--- src/rtl/dsp_chain_3_int_sop_3_reduce_accum_8.sv ---
// dsp_chain_3_int_sop_3_reduce_accum_8: 8-lane adder-tree reduction followed by a
// grouped accumulator with valid/ready output; the whole pipe freezes on output backpressure.
module dsp_chain_3_int_sop_3_reduce_accum_8 #(
  parameter int LANE_W  = 37,
  parameter int ACC_LEN = 16,
  parameter int ACC_W   = 44,
  parameter int CNT_W   = 5
) (
  input  logic                clk,
  input  logic                reset,
  input  logic [8*LANE_W-1:0] inp,
  input  logic                in_valid,
  input  logic                in_last,
  output logic                in_ready,
  output logic [ACC_W-1:0]    outp,
  output logic                out_valid,
  input  logic                out_ready,
  output logic [CNT_W-1:0]    out_beats
);
  logic             stall, fire, close;
  logic [LANE_W-1:0] lane [8];
  logic [LANE_W:0]   s1_d [4], s1_q [4];
  logic [LANE_W+1:0] s2_d [2], s2_q [2];
  logic [LANE_W+2:0] s3_d, s3_q;
  logic [2:0]        v_q, l_q;
  logic [CNT_W-1:0]  cnt_d, cnt_q, beats_d, beats_q;
  logic [ACC_W-1:0]  acc_d, acc_q, outp_d, outp_q, sum_ext, sum;
  logic              ov_d, ov_q;
  assign stall     = ov_q & ~out_ready;
  assign in_ready  = ~stall;
  assign outp      = outp_q;
  assign out_valid = ov_q;
  assign out_beats = beats_q;
  always_comb begin
    for (int i = 0; i < 8; i++) lane[i] = inp[i*LANE_W +: LANE_W];
    for (int i = 0; i < 4; i++)
      s1_d[i] = {lane[2*i][LANE_W-1], lane[2*i]} + {lane[2*i+1][LANE_W-1], lane[2*i+1]};
    for (int i = 0; i < 2; i++)
      s2_d[i] = {s1_q[2*i][LANE_W], s1_q[2*i]} + {s1_q[2*i+1][LANE_W], s1_q[2*i+1]};
    s3_d = {s2_q[0][LANE_W+1], s2_q[0]} + {s2_q[1][LANE_W+1], s2_q[1]};
  end
  // A group closes on the beat's last flag or when the counter hits the final slot,
  // so in_last on the ACC_LEN-th beat yields exactly one result.
  always_comb begin
    fire    = v_q[2] & ~stall;
    close   = l_q[2] | (cnt_q == CNT_W'(ACC_LEN - 1));
    sum_ext = {{(ACC_W-LANE_W-3){s3_q[LANE_W+2]}}, s3_q};
    sum     = ((cnt_q == '0) ? '0 : acc_q) + sum_ext;
    acc_d   = fire ? (close ? '0 : sum) : acc_q;
    cnt_d   = fire ? (close ? '0 : cnt_q + CNT_W'(1)) : cnt_q;
    outp_d  = (fire & close) ? sum : outp_q;
    beats_d = (fire & close) ? cnt_q + CNT_W'(1) : beats_q;
    ov_d    = (fire & close) ? 1'b1 : (out_ready ? 1'b0 : ov_q);
  end
  always_ff @(posedge clk or negedge reset) begin
    if (!reset) begin
      for (int i = 0; i < 4; i++) s1_q[i] <= '0;
      for (int i = 0; i < 2; i++) s2_q[i] <= '0;
      s3_q    <= '0;
      v_q     <= '0;
      l_q     <= '0;
      cnt_q   <= '0;
      acc_q   <= '0;
      outp_q  <= '0;
      beats_q <= '0;
      ov_q    <= 1'b0;
    end else begin
      if (!stall) begin
        for (int i = 0; i < 4; i++) s1_q[i] <= s1_d[i];
        for (int i = 0; i < 2; i++) s2_q[i] <= s2_d[i];
        s3_q <= s3_d;
        v_q  <= {v_q[1:0], in_valid};
        l_q  <= {l_q[1:0], in_last};
      end
      cnt_q   <= cnt_d;
      acc_q   <= acc_d;
      outp_q  <= outp_d;
      beats_q <= beats_d;
      ov_q    <= ov_d;
    end
  end
endmodule

--- config.mk ---
export PLATFORM = sky130hd
export DESIGN_NAME = dsp_chain_3_int_sop_3_reduce_accum_8
export DESIGN_NICKNAME = d
export VERILOG_FILES = /design/src/rtl/dsp_chain_3_int_sop_3_reduce_accum_8.sv
export SDC_FILE = /design/constraint.sdc
export NUM_CORES = 1
export LEC_CHECK = 0
export ABC_AREA = 0
export ABC_CLOCK_PERIOD_IN_PS = 4850
export CAP_MARGIN = 20
export CORE_MARGIN = 2
export CORE_UTILIZATION = 58
export DETAILED_ROUTE_END_ITERATION = 12
export GPL_ROUTABILITY_DRIVEN = 0
export PLACE_DENSITY_LB_ADDON = 0.25
export SLEW_MARGIN = 20
export SYNTH_ARGS = -nofsm -noshare
export SYNTH_HDL_FRONTEND = slang
export SYNTH_SLANG_ARGS = --single-unit
--- constraint.sdc ---
create_clock -name clk -period 4.85 [get_ports clk]
set_input_delay 0.97 -clock clk [delete_from_list [all_inputs] [get_ports clk]]
set_output_delay 0.97 -clock clk [all_outputs]
set_load 0.05 [all_outputs]
# After elaboration in Yosys (flattened, before gate mapping)

Index checks and enable logic that the tools add are counted.

Bits in registers: 375
Input port bits: 301
Output and inout bits: 51
Logic and storage cells: 37

Add/subtract/negate cells: 9
Equality and inequality tests: 1
Multiplexer cells: 5
Bitwise operators: 6
Reductions and logical operators: 2

Operator list:

| kind                                                | count |
|---|---|
| adder 37 x 37 -> 38 bit                             | 4 |
| two-way mux 44 bit                                  | 2 |
| adder 38 x 38 -> 39 bit                             | 2 |
| adder 44 bit                                        | 1 |
| adder 39 x 39 -> 40 bit                             | 1 |
| adder 5 x 1 -> 5 bit, second input constant         | 1 |
| equality test 5 x 4 -> 1 bit, second input constant | 1 |
| logical NOT 5 bit                                   | 1 |
| two-way mux 5 bit                                   | 1 |
| AND 1 bit                                           | 3 |
| two-way mux 1 bit                                   | 2 |
| NOT 1 bit                                           | 2 |
| nonzero test 2 bit                                  | 1 |
| OR 1 bit                                            | 1 |

# Logic depth before layout (Yosys ltp)

Depth after elaboration: 6
Depth in mapped cells: 17
Gate-level depth less buffers: 16

# Worst setup path after synthesis

No wires, ideal clock.

Path type: register -> register
From: register cnt_q[0]
To: register outp_q[43] (netlist: outp[43])
Setup time: 0.119 ns
Arrival time: 3.996 ns
Required time: 4.731 ns
Slack: 0.736 ns
Cell stages (with the launch flop): 17
Path buffers: 1
Period minus slack after synthesis: 4.114 ns
Cells stage by stage: dfrtp_1 inv_1 ha_1 nor4b_1 clkbuf_1 nor2b_1 ha_1 a21o_1 a311o_1 or3b_1 a21oi_2 o32ai_1 nor2_2 o21ai_2 a2111oi_2 a31oi_1 o21a_1

Longest elaborated chain between the ends: 3
Elaborated cells between the ends (all ways): 6
Those cells by class: 1 x add/sub; 1 x eq/ne; 1 x mux; 2 x bitwise; 1 x reduce/logical

Ends and longest elaborated chain:

| element                                                                  | RTL line | RTL |
|---|---|---|
| from (decl)                                                              | 26       | `logic [CNT_W-1:0] cnt_d, cnt_q, beats_d, beats_q;` |
| from (signal assigned)                                                   | 75       | `cnt_q <= cnt_d;` |
| logical NOT 5 bit / equality test 5 x 4 -> 1 bit (equally long branches) | 48, 46   |  |
| two-way mux 44 bit / OR 1 bit (equally long branches)                    | 48, 46   |  |
| adder 44 bit / AND 1 bit (equally long branches)                         | 48, 51   |  |
| to (signal assigned)                                                     | 77       | `outp_q <= outp_d;` |
| to (decl)                                                                | 27       | `logic [ACC_W-1:0] acc_d, acc_q, outp_d, outp_q, sum_ext, sum;` |

Several ways; a longest one is shown, not always the timed one.
A chain may end at the register's enable or synchronous reset.

# Worst setup path after layout

From: register cnt_q[0]
To: register outp_q[42] (netlist: outp[42])

The elaborated chain is that of the path after synthesis.

==> results.json <==
{
  "status": "complete, no violations",
  "start_kind": "register",
  "required_ns": 5.29,
  "max_stage_delay_ns": 0.44,
  "critical_path_class": "reg -> reg",
  "initial_utilization_pct": 58.6,
  "utilization_pct": 69.9,
  "synth_edf_count": 0,
  "cts_buffers": 41,
  "pin_count": 352,
  "min_period_over_period_pct": 87.8,
  "drive_gt1_share_pct": 5.07,
  "io_buffers": 351,
  "grt_pass1_wl_mm": 126,
  "multi_input_area_sq_um": 19200,
  "cp_cell_sequence": "inv_1 > ha_1 > nor4b_2 > buf_4 > buf_12 > nor2b_1 > fa_1 > a211oi_2 > nor4b_2 > nor4b_4 > o2bb2ai_1 > o21ai_2 > o21a_1 > o21ai_1 > a311oi_1 > xnor2_1 > mux2_2",
  "reg2reg_slack_ns": 0.59,
  "dp_hpwl_mm": 58.5,
  "dp_cells": 4306,
  "cpLargestDelayFamily": "compound AO/OA/AOI/OAI gates",
  "cts_tree": "done",
  "postCtsSetupBuffers": 0,
  "rr_worst_depth": 17,
  "synth_area_sq_um": 29300,
  "relSlewSlack_pct": 34.6,
  "worst_pin_slew_ns": 0.981,
  "cp-end-kind": "register",
  "crit_fanout": 43,
  "hold_path_class": "in -> async",
  "syn-instance-count": 3388,
  "synth_cell_types": 91,
  "route.vias.total": 26200,
  "drt_iter0_markers": 1877,
  "yosys_warnings": 0,
  "vias_per_cell": 5.99,
  "endpoint": "outp[42]",
  "worstPathArrival_ns": 4.70,
  "slowest_stage": "fa_1",
  "finClkSkew_ns": 0.0202,
  "regArea_sq_um": 9380,
  "r2r_start": "cnt_q[0]",
  "clkTransAtPathRegs_ns": 0.06,
  "met1_usage_pct": 39.5,
  "die_h_microns": 229,
  "drc": 0,
  "nets": 4295,
  "ant_nets": 0,
  "grt.busiest_layer": "met2",
  "tns_ns": 0,
  "rows": 82,
  "n_antenna_cell": 0,
  "peakVddDrop_v": 0.000303,
  "async_reset_ff_share_pct": 100,
  "rsz0062_at_grt": "no",
  "hold_buffers": 0,
  "grt_max_degree": 107,
  "ys_ff_latch": 375,
  "met3_usage_pct": 2.58,
  "fillers": 4099,
  "grt_overflow": 0,
  "rr_endpoint": "outp[42]",
  "track_usage_pct": 28.5,
  "grt_pass1_vias": 24900,
  "cts_sinks": 375,
  "core_sq_um": 50100,
  "total_power_uw": 24000,
  "grt_use_met2_pct": 48.1,
  "clock_latency_ns": 0.57,
  "cts_max_level": 2,
  "final_max_slew_viol_count": 0,
  "die_x_microns": 229,
  "syn-num-nets": 4006,
  "ctsResizeCount": 0,
  "max_freq_ghz": 0.235,
  "cp-startpoint": "cnt_q[0]",
  "yosysSeqAreaShare_pct": 32.0,
  "crit_top_cell": "nor4b_2",
  "syn_to_final_growth_pct": 19.2,
  "maxCapViolations": 0,
  "routed_wl_mm": 75.6,
  "design.die.area_sq_um": 52400,
  "hold_viol": 0,
  "critical_path_depth": 17,
  "p_leak_uw": 0.0160,
  "firstDrtPassIters": 6,
  "setup_violations": 0,
  "pre_cts_slack_ns": 0.379,
  "cp_num_buf_inv": 3,
  "cts_buffer_depth": 3,
  "wl_per_cell_microns": 17.2,
  "setup_ws_ns": 0.593,
  "syn-mean-instance-area_sq_um": 8.66,
  "cts_root_buf": "clkbuf_16",
  "ys.flop_type": "dfrtp_1",
  "fin_crit_ns": 4.26,
  "antenna_found_initial": 0,
  "fin_cells": 4381,
  "powerDensity_nw_per_um2": 687
}
-- metrics by stage --
stage | hold slack [ns] | area [sq um]
after floorplan | 0.439 | 29300
after global placement | 0.452 | 33500
after detailed placement | 0.461 | 33500
after CTS | 0.444 | 35000
after global routing | 0.471 | 35000
final | 0.421 | 35000
-- synth_stat cells (8+ instances only) --
master | n | area share, %
a311oi_1 | 9 | 0.27
o21ai_0 | 208 | 3.5
nor3b_1 | 10 | 0.26
fa_1 | 8 | 0.55
nor2b_1 | 76 | 1.6
nor2_1 | 282 | 3.6
a31oi_1 | 35 | 0.75
nand2b_1 | 34 | 0.72
and3_1 | 31 | 0.66
xnor2_1 | 144 | 4.3
o21a_1 | 40 | 1.0
nor3_1 | 34 | 0.58
clkbuf_1 | 116 | 1.5
mux2_2 | 45 | 1.7
a21o_1 | 195 | 5.0
a31o_2 | 8 | 0.24
a21oi_1 | 387 | 6.6
a211o_1 | 14 | 0.42
o21ai_1 | 31 | 0.53
nand4_1 | 38 | 0.81
ha_1 | 309 | 13
inv_1 | 85 | 1.1
xor2_1 | 113 | 3.4
a211oi_1 | 38 | 0.97
and2_1 | 17 | 0.36
a221o_1 | 9 | 0.31
o31ai_1 | 25 | 0.64
a22o_1 | 42 | 1.3
nand3_1 | 56 | 0.96
a21boi_0 | 8 | 0.20
dfrtp_1 | 375 | 32
o21bai_1 | 45 | 1.2
mux2i_1 | 10 | 0.34
or3_1 | 14 | 0.30
o211ai_1 | 22 | 0.56
nand2_1 | 327 | 4.2
-- sequential cells by signal, indices dropped and copies added (netlist names), 5 cells and up --
register and flops:
cnt_q 5, outp 44, acc_q 44, s3_q 40, s2_q 78, s1_q 152, out_beats 5
-- cell families after synthesis --
| family | Yosys count | share of synthesized area, % |
|---|---|---|
| flip-flops | 375 | 32.0 |
| AO/OA/AOI/OAI | 1213 | 26.6 |
| AND/OR/NAND/NOR | 959 | 15.2 |
| adder cells (fa/ha/maj) | 317 | 13.7 |
| buffers and inverters | 212 | 2.72 |
| multiplexers | 55 | 2.07 |
| XOR/XNOR | 257 | 7.67 |
-- cells in the final DEF (no fill, tap or decap), drive strengths merged, types with 22 or more instances in the layout --
master         netlist  layout
dfrtp              375     375
a211oi              40      40
nor2               283     283
xnor2              144     144
o21bai              45      45
a21oi              391     391
a31oi               35      35
clkbuf             116      53
a22o                42      42
o21a                40      40
o31ai               27      27
nor2b               76      76
buf                 10      22
nand4               38      38
and3                31      31
nor3                34      34
nand2b              34      34
mux2                45      45
xor2               113     113
a21o               195     195
clkdlybuf4s50        0     350
ha                 309     309
nand2              327     327
nand3               56      56
o211ai              23      23
inv                 86      87
o21ai              242     242
-- metal layers --
| metal | routed length, microns | up-vias | part of all wire (%) |
|---|---|---|---|
| met5 | 0 | - | 0 |
| met4 | 1540 | 0 | 2.0 |
| met3 | 3230 | 122 | 4.3 |
| met2 | 36400 | 705 | 48 |
| met1 | 34400 | 12500 | 46 |
| li1 | - | 13000 | - |
-- area by class of cell --
class | count | share of cell area [%]
inverter | 86 | 0.944
timing repair buffer | 372 | 10.6
tap | 672 | 2.40
clock inverter | 22 | 1.02
multi-input combinational | 2801 | 54.8
sequential | 375 | 26.8
clock buffer | 53 | 3.35
-- worst min-delay path by stage --
stage / start / endpoint
6_report: reset / outp[8]
2_1_floorplan: l_q[0] / l_q[0]
3_3_place_gp: l_q[1] / l_q[1]
5_1_grt: reset / outp[8]
3_5_place_dp: l_q[1] / l_q[1]
4_1_cts: reset / outp[8]
-- report_power, final --
group | internal [uW] | leakage, uW | switching, uW
combinational | 6260 | 0.0108 | 8590
sequential | 4610 | 0.00445 | 1050
clock | 2190 | 0.000738 | 1320
total | 13100 | 0.0160 | 11000
(Power assumes the default switching activity.)
